[src/rtl/muldiv_pkg.sv]
// muldiv_pkg: shared definitions for the multiply/divide sequencer.
//   state_e                 - sequencer FSM states
//   OP_MULT / OP_DIV        - encoding of the op input
//   TIMEOUT_CYCLES_DEFAULT  - default watchdog limit in WAIT states
package muldiv_pkg;

    typedef enum logic [2:0] {
        StIdle,
        StMStart,
        StMWait,
        StDStart,
        StDWait,
        StDone,
        StExc
    } state_e;

    localparam logic OP_MULT = 1'b0;
    localparam logic OP_DIV  = 1'b1;

    localparam int unsigned TIMEOUT_CYCLES_DEFAULT = 64;

endpackage

[src/rtl/muldiv_watchdog.sv]
// muldiv_watchdog: cycle counter that flags when a WAIT state has lasted too long.
// Ports:
//   clk, rst  - clock, synchronous active-low reset
//   clear     - hold the count at zero (asserted outside the WAIT states)
//   enable    - count this cycle
//   expired   - count has reached TIMEOUT_CYCLES-1 while enabled
module muldiv_watchdog
    import muldiv_pkg::*;
#(
    parameter int unsigned TIMEOUT_CYCLES = TIMEOUT_CYCLES_DEFAULT
) (
    input  logic clk,
    input  logic rst,
    input  logic clear,
    input  logic enable,
    output logic expired
);

    localparam int unsigned CntW = $clog2(TIMEOUT_CYCLES);
    localparam logic [CntW-1:0] LastCnt = CntW'(TIMEOUT_CYCLES - 1);

    logic [CntW-1:0] count_q;

    always_ff @(posedge clk) begin
        if (!rst) begin
            count_q <= '0;
        end else if (clear) begin
            count_q <= '0;
        end else if (enable && !expired) begin
            count_q <= count_q + CntW'(1);
        end
    end

    assign expired = enable && (count_q == LastCnt);

endmodule

[src/rtl/muldiv_ctrl.sv]
// muldiv_ctrl: sequences MULT/DIV requests to the multiply and divide units and owns HI/LO.
// Optional build macro MULDIV_TIMEOUT_EN adds a watchdog that aborts a WAIT state after
// TIMEOUT_CYCLES cycles with timeout_exc; without it WAIT states never time out.
// Ports:
//   clk, rst                       - clock, synchronous active-low reset
//   req, op, flush                 - request (op 0=MULT, 1=DIV), abort of current operation
//   hi_we, lo_we, wdata            - MTHI/MTLO writes, honoured only in IDLE
//   mult_start, mult_end, mult_*   - multiplier handshake and result
//   div_start, div_end, div_*      - divider handshake, result and zero-divisor flag
//   hi, lo                         - architectural HI/LO registers
//   busy, done, div_zero_exc, timeout_exc - status and one-cycle event pulses
module muldiv_ctrl
    import muldiv_pkg::*;
#(
    parameter int unsigned TIMEOUT_CYCLES = TIMEOUT_CYCLES_DEFAULT
) (
    input  logic        clk,
    input  logic        rst,
    input  logic        req,
    input  logic        op,
    input  logic        flush,
    input  logic        hi_we,
    input  logic        lo_we,
    input  logic [31:0] wdata,
    output logic        mult_start,
    input  logic        mult_end,
    input  logic [31:0] mult_hi,
    input  logic [31:0] mult_lo,
    output logic        div_start,
    input  logic        div_end,
    input  logic [31:0] div_hi,
    input  logic [31:0] div_lo,
    input  logic        div_by_zero,
    output logic [31:0] hi,
    output logic [31:0] lo,
    output logic        busy,
    output logic        done,
    output logic        div_zero_exc,
    output logic        timeout_exc
);

    if (TIMEOUT_CYCLES < 2) begin : g_param_check
        $error("TIMEOUT_CYCLES must be at least 2");
    end

    state_e      state_q, state_d;
    logic [31:0] hi_q, hi_d, lo_q, lo_d;
    // Cause of the pending EXC state: 1 = watchdog, 0 = divide by zero.
    logic        exc_to_q, exc_to_d;
    logic        wd_expired;

`ifdef MULDIV_TIMEOUT_EN
    logic in_wait;
    assign in_wait = (state_q == StMWait) || (state_q == StDWait);

    muldiv_watchdog #(
        .TIMEOUT_CYCLES(TIMEOUT_CYCLES)
    ) u_watchdog (
        .clk    (clk),
        .rst    (rst),
        .clear  (!in_wait),
        .enable (in_wait),
        .expired(wd_expired)
    );
`else
    assign wd_expired = 1'b0;
`endif

    always_ff @(posedge clk) begin
        if (!rst) begin
            state_q  <= StIdle;
            hi_q     <= '0;
            lo_q     <= '0;
            exc_to_q <= 1'b0;
        end else begin
            state_q  <= state_d;
            hi_q     <= hi_d;
            lo_q     <= lo_d;
            exc_to_q <= exc_to_d;
        end
    end

    always_comb begin
        state_d      = state_q;
        hi_d         = hi_q;
        lo_d         = lo_q;
        exc_to_d     = exc_to_q;
        mult_start   = 1'b0;
        div_start    = 1'b0;
        done         = 1'b0;
        div_zero_exc = 1'b0;
        timeout_exc  = 1'b0;

        unique case (state_q)
            StIdle: begin
                if (hi_we) hi_d = wdata;
                if (lo_we) lo_d = wdata;
                if (req && !flush) begin
                    unique case (op)
                        OP_MULT: state_d = StMStart;
                        OP_DIV:  state_d = StDStart;
                    endcase
                end
            end
            StMStart: begin
                mult_start = 1'b1;
                state_d    = StMWait;
            end
            StMWait: begin
                // An end in the expiry cycle still commits.
                if (mult_end) begin
                    hi_d    = mult_hi;
                    lo_d    = mult_lo;
                    state_d = StDone;
                end else if (wd_expired) begin
                    exc_to_d = 1'b1;
                    state_d  = StExc;
                end
            end
            StDStart: begin
                div_start = 1'b1;
                state_d   = StDWait;
            end
            StDWait: begin
                if (div_by_zero) begin
                    exc_to_d = 1'b0;
                    state_d  = StExc;
                end else if (div_end) begin
                    hi_d    = div_hi;
                    lo_d    = div_lo;
                    state_d = StDone;
                end else if (wd_expired) begin
                    exc_to_d = 1'b1;
                    state_d  = StExc;
                end
            end
            StDone: begin
                done    = 1'b1;
                state_d = StIdle;
            end
            StExc: begin
`ifdef MULDIV_TIMEOUT_EN
                timeout_exc  = exc_to_q;
`endif
                div_zero_exc = !exc_to_q;
                state_d      = StIdle;
            end
            default: state_d = StIdle;
        endcase

        // Flush outside IDLE abandons the operation silently.
        if (flush && (state_q != StIdle)) begin
            state_d      = StIdle;
            hi_d         = hi_q;
            lo_d         = lo_q;
            mult_start   = 1'b0;
            div_start    = 1'b0;
            done         = 1'b0;
            div_zero_exc = 1'b0;
            timeout_exc  = 1'b0;
        end
    end

    assign hi   = hi_q;
    assign lo   = lo_q;
    assign busy = (state_q != StIdle);

endmodule

[config.mk]
export PLATFORM = sky130hd
export DESIGN_NAME = muldiv_ctrl
export DESIGN_NICKNAME = d
export VERILOG_FILES = /design/src/rtl/muldiv_pkg.sv /design/src/rtl/muldiv_watchdog.sv /design/src/rtl/muldiv_ctrl.sv
export SDC_FILE = /design/constraint.sdc
export NUM_CORES = 1
export LEC_CHECK = 0
export CAP_MARGIN = 20
export CORE_MARGIN = 2
export CORE_UTILIZATION = 35
export CTS_BUF_LIST = sky130_fd_sc_hd__clkbuf_4
export CTS_CLUSTER_DIAMETER = 200
export DETAILED_ROUTE_END_ITERATION = 8
export MAX_ROUTING_LAYER = met4
export PLACE_DENSITY = 0.8
export SKIP_CTS_REPAIR_TIMING = 1
export SLEW_MARGIN = 20
export SYNTH_ARGS = -nofsm -noshare
export SYNTH_HDL_FRONTEND = slang
export SYNTH_SLANG_ARGS = --single-unit
[constraint.sdc]
create_clock -name clk -period 1.5 [get_ports clk]
set_input_delay 0.375 -clock clk [delete_from_list [all_inputs] [get_ports clk]]
set_output_delay 0.375 -clock clk [all_outputs]
set_load 0.02 [all_outputs]
==> impl_metrics.env <==
export IMPL_outcome="complete, but fails checks"
export IMPL_violations="negative setup slack"
export IMPL_critPathRequiredTime_ps=1780
export IMPL_async_reset_ff_share_pct=0
export IMPL_grt_max_degree=59
export IMPL_post_route_cells_drive_above_1_share_pct=22.2
export IMPL_diodes=0
export IMPL_synth_ff_type="dfxtp_1"
export IMPL_grt_pass1_wl_um=22200
export IMPL_ioPinCount=240
export IMPL_drt_pass1_iter_count=4
export IMPL_hpwl_um=10800
export IMPL_grt_setup_unrepaired="yes"
export IMPL_syn_num_nets=579
export IMPL_ys_warn_count=0
export IMPL_dr_total_vias=4528
export IMPL_synthesis_instances=409
export IMPL_fin_nets=843
export IMPL_max_freq_ghz=0.586
export IMPL_via_per_inst=5.55
export IMPL_ir_drop_v=0.000672
export IMPL_synth_area_per_cell_um2=9.76
export IMPL_drc=0
export IMPL_r2r_setup_slack_ps=-210
export IMPL_die_area_um2=12300
export IMPL_ant_nets=0
export IMPL_die_x_um=111
export IMPL_worst_setup_path_type="reg2reg"
export IMPL_core_area_um2=11000
export IMPL_critical_path_startpoint_type="register"
export IMPL_n_fill_cell=785
export IMPL_drv_slew=0
export IMPL_wire_per_inst_um=20.8
export IMPL_grt_ovfl_total=0
export IMPL_clock_sinks=67
export IMPL_layout_min_cycle_time_ps=1710
export IMPL_rows=38
export IMPL_synth_area_um2=3990
export IMPL_start_util_pct=36.3
export IMPL_pwr_density_cell_nw_per_um2=1360
export IMPL_leakagePower_nw=3.73
export IMPL_path_clk_slew_ps=100
export IMPL_yosysSeqAreaShare_pct=33.6
export IMPL_synth_distinct_cells=31
export IMPL_cp_data_arrival_time_ps=1990
export IMPL_numCtsBuffers=9
export IMPL_period_share_pct=114
export IMPL_finalHoldViolCount=0
export IMPL_hold_path_class="in2reg"
export IMPL_grt_usage_pct=22.9
export IMPL_antenna_found_initial=0
export IMPL_grt_pass1_vias=4409
export IMPL_fin_skew_ps=13.7
export IMPL_cap_viol_max_count=0
export IMPL_ys_ff_latch=67
export IMPL_place_congestion=0.906
export IMPL_p_total_mw=10.6
export IMPL_postRouteWirelength_um=17000
export IMPL_clk_latency_ps=400
export IMPL_endpoint_kind="register"
export IMPL_final_setup_viol_count=70
export IMPL_cts_tree="done"
export IMPL_cts_max_path_buffers=2
export IMPL_die_y_um=111
export IMPL_fin_ws_ps=-206
export IMPL_critPathMaxFanout=6
export IMPL_root_buffer="clkbuf_4"
export IMPL_drt_iter0_drc=209
export IMPL_synth_edf_count=0
export IMPL_final_util_pct=70.5
export IMPL_io_buffers=238
export IMPL_htree_levels=3
export IMPL_area_delta_synth_final_pct=94.0
## cell families after synthesis
group | synth area share [%]
buffers and inverters | 10.1
other | 0.0940
and+or+nand+nor | 9.75
muxes | 16.1
DFF | 33.6
AOI/OAI and AO/OA | 30.4
## worst max-delay path: stages (launching register included)
cell,delay [ps]
dfxtp_4,380
buf_6,130
buf_6,120
a21o_1,210
a21oi_2,170
nor3_4,70
buf_12,150
buf_6,110
clkbuf_16,150
mux2i_1,110
## area by class of cell
cell class | instances | area, um2 | area share [%]
Clock buffer | 9 | 67.6 | 0.872
Timing Repair Buffer | 303 | 3510 | 45.3
Sequential cell | 67 | 1350 | 17.4
Tap cell | 140 | 175 | 2.26
Inverter | 3 | 17.5 | 0.226
Multi-Input combinational cell | 289 | 2600 | 33.6
Clock inverter | 5 | 22.5 | 0.291
## stage by stage
stage               worst slack, ps  hold WS (ps)  TNS (ps)  cell area, um2  std cells
floorplan                     -5.62           532      -336            4050        409
global placement               -642           442    -39930            6550        771
detailed placement             -707           447    -44800            6550        771
CTS                            -685           416    -34110            6640        785
global route                   -269           412    -12770            7740        816
finish                         -206           439     -8670            7740        816
## report_power, final
group,switching [mW],internal [mW]
clock network,0.634,0.304
logic,3.37,3.61
registers,0.300,2.35
total,4.30,6.27
## layer usage
layer  GRT usage [%]  up-vias  share of wire [%]
met2            39.6      193                 50
li1                -     2140                  -
met5               -        -                  0
met3            6.72       33                6.5
met1            25.0     2162                 41
met4            7.92        0                2.6
## sequential cells by signal, summed over array words and instances (netlist names)
signal and count:
lo 32, hi 32, state_q 3
## layout by cell type (no fill, tap or decap), types with 3 or more instances in the layout
master,netlist,routed
dlymetal6s2s_1,0,65
clkdlybuf4s50_1,0,167
mux2i_1,64,64
nand2_1,65,64
buf_4,3,21
o22a_1,64,64
clkinv_2,0,3
clkbuf_4,0,9
clkbuf_16,0,10
buf_8,0,7
buf_6,25,18
nor2_1,3,3
o221ai_1,64,21
dfxtp_1,67,64
o221ai_2,0,43
buf_12,0,14
nor3_4,2,4
## cells in the mapped netlist, types with 2 or more instances
library cell / count / area (um2)
a21oi_1: 4 / 20.0
buf_1: 2 / 7.51
buf_2: 5 / 25.0
buf_4: 3 / 22.5
buf_6: 25 / 282
clkbuf_1: 15 / 56.3
dfxtp_1: 67 / 1340
inv_1: 2 / 7.51
mux2i_1: 64 / 641
nand2_1: 65 / 244
nand2b_4: 2 / 27.5
nor2_1: 3 / 11.3
nor3_1: 4 / 20.0
nor3_4: 2 / 32.5
nor3b_1: 2 / 15.0
o21ai_0: 2 / 10.0
o221ai_1: 64 / 561
o22a_1: 64 / 561
or4_1: 2 / 15.0
## worst paths after layout
kind	from	endpoint	depth (start not counted)
setup reg to reg	state_q[2]	lo[8]	9
hold reg to reg	lo[23]	lo[23]	2
setup / recovery	state_q[2]	lo[8]	9
hold / removal	rst	state_q[2]	3
No activity file was read; power rests on OpenSTA's default activity.
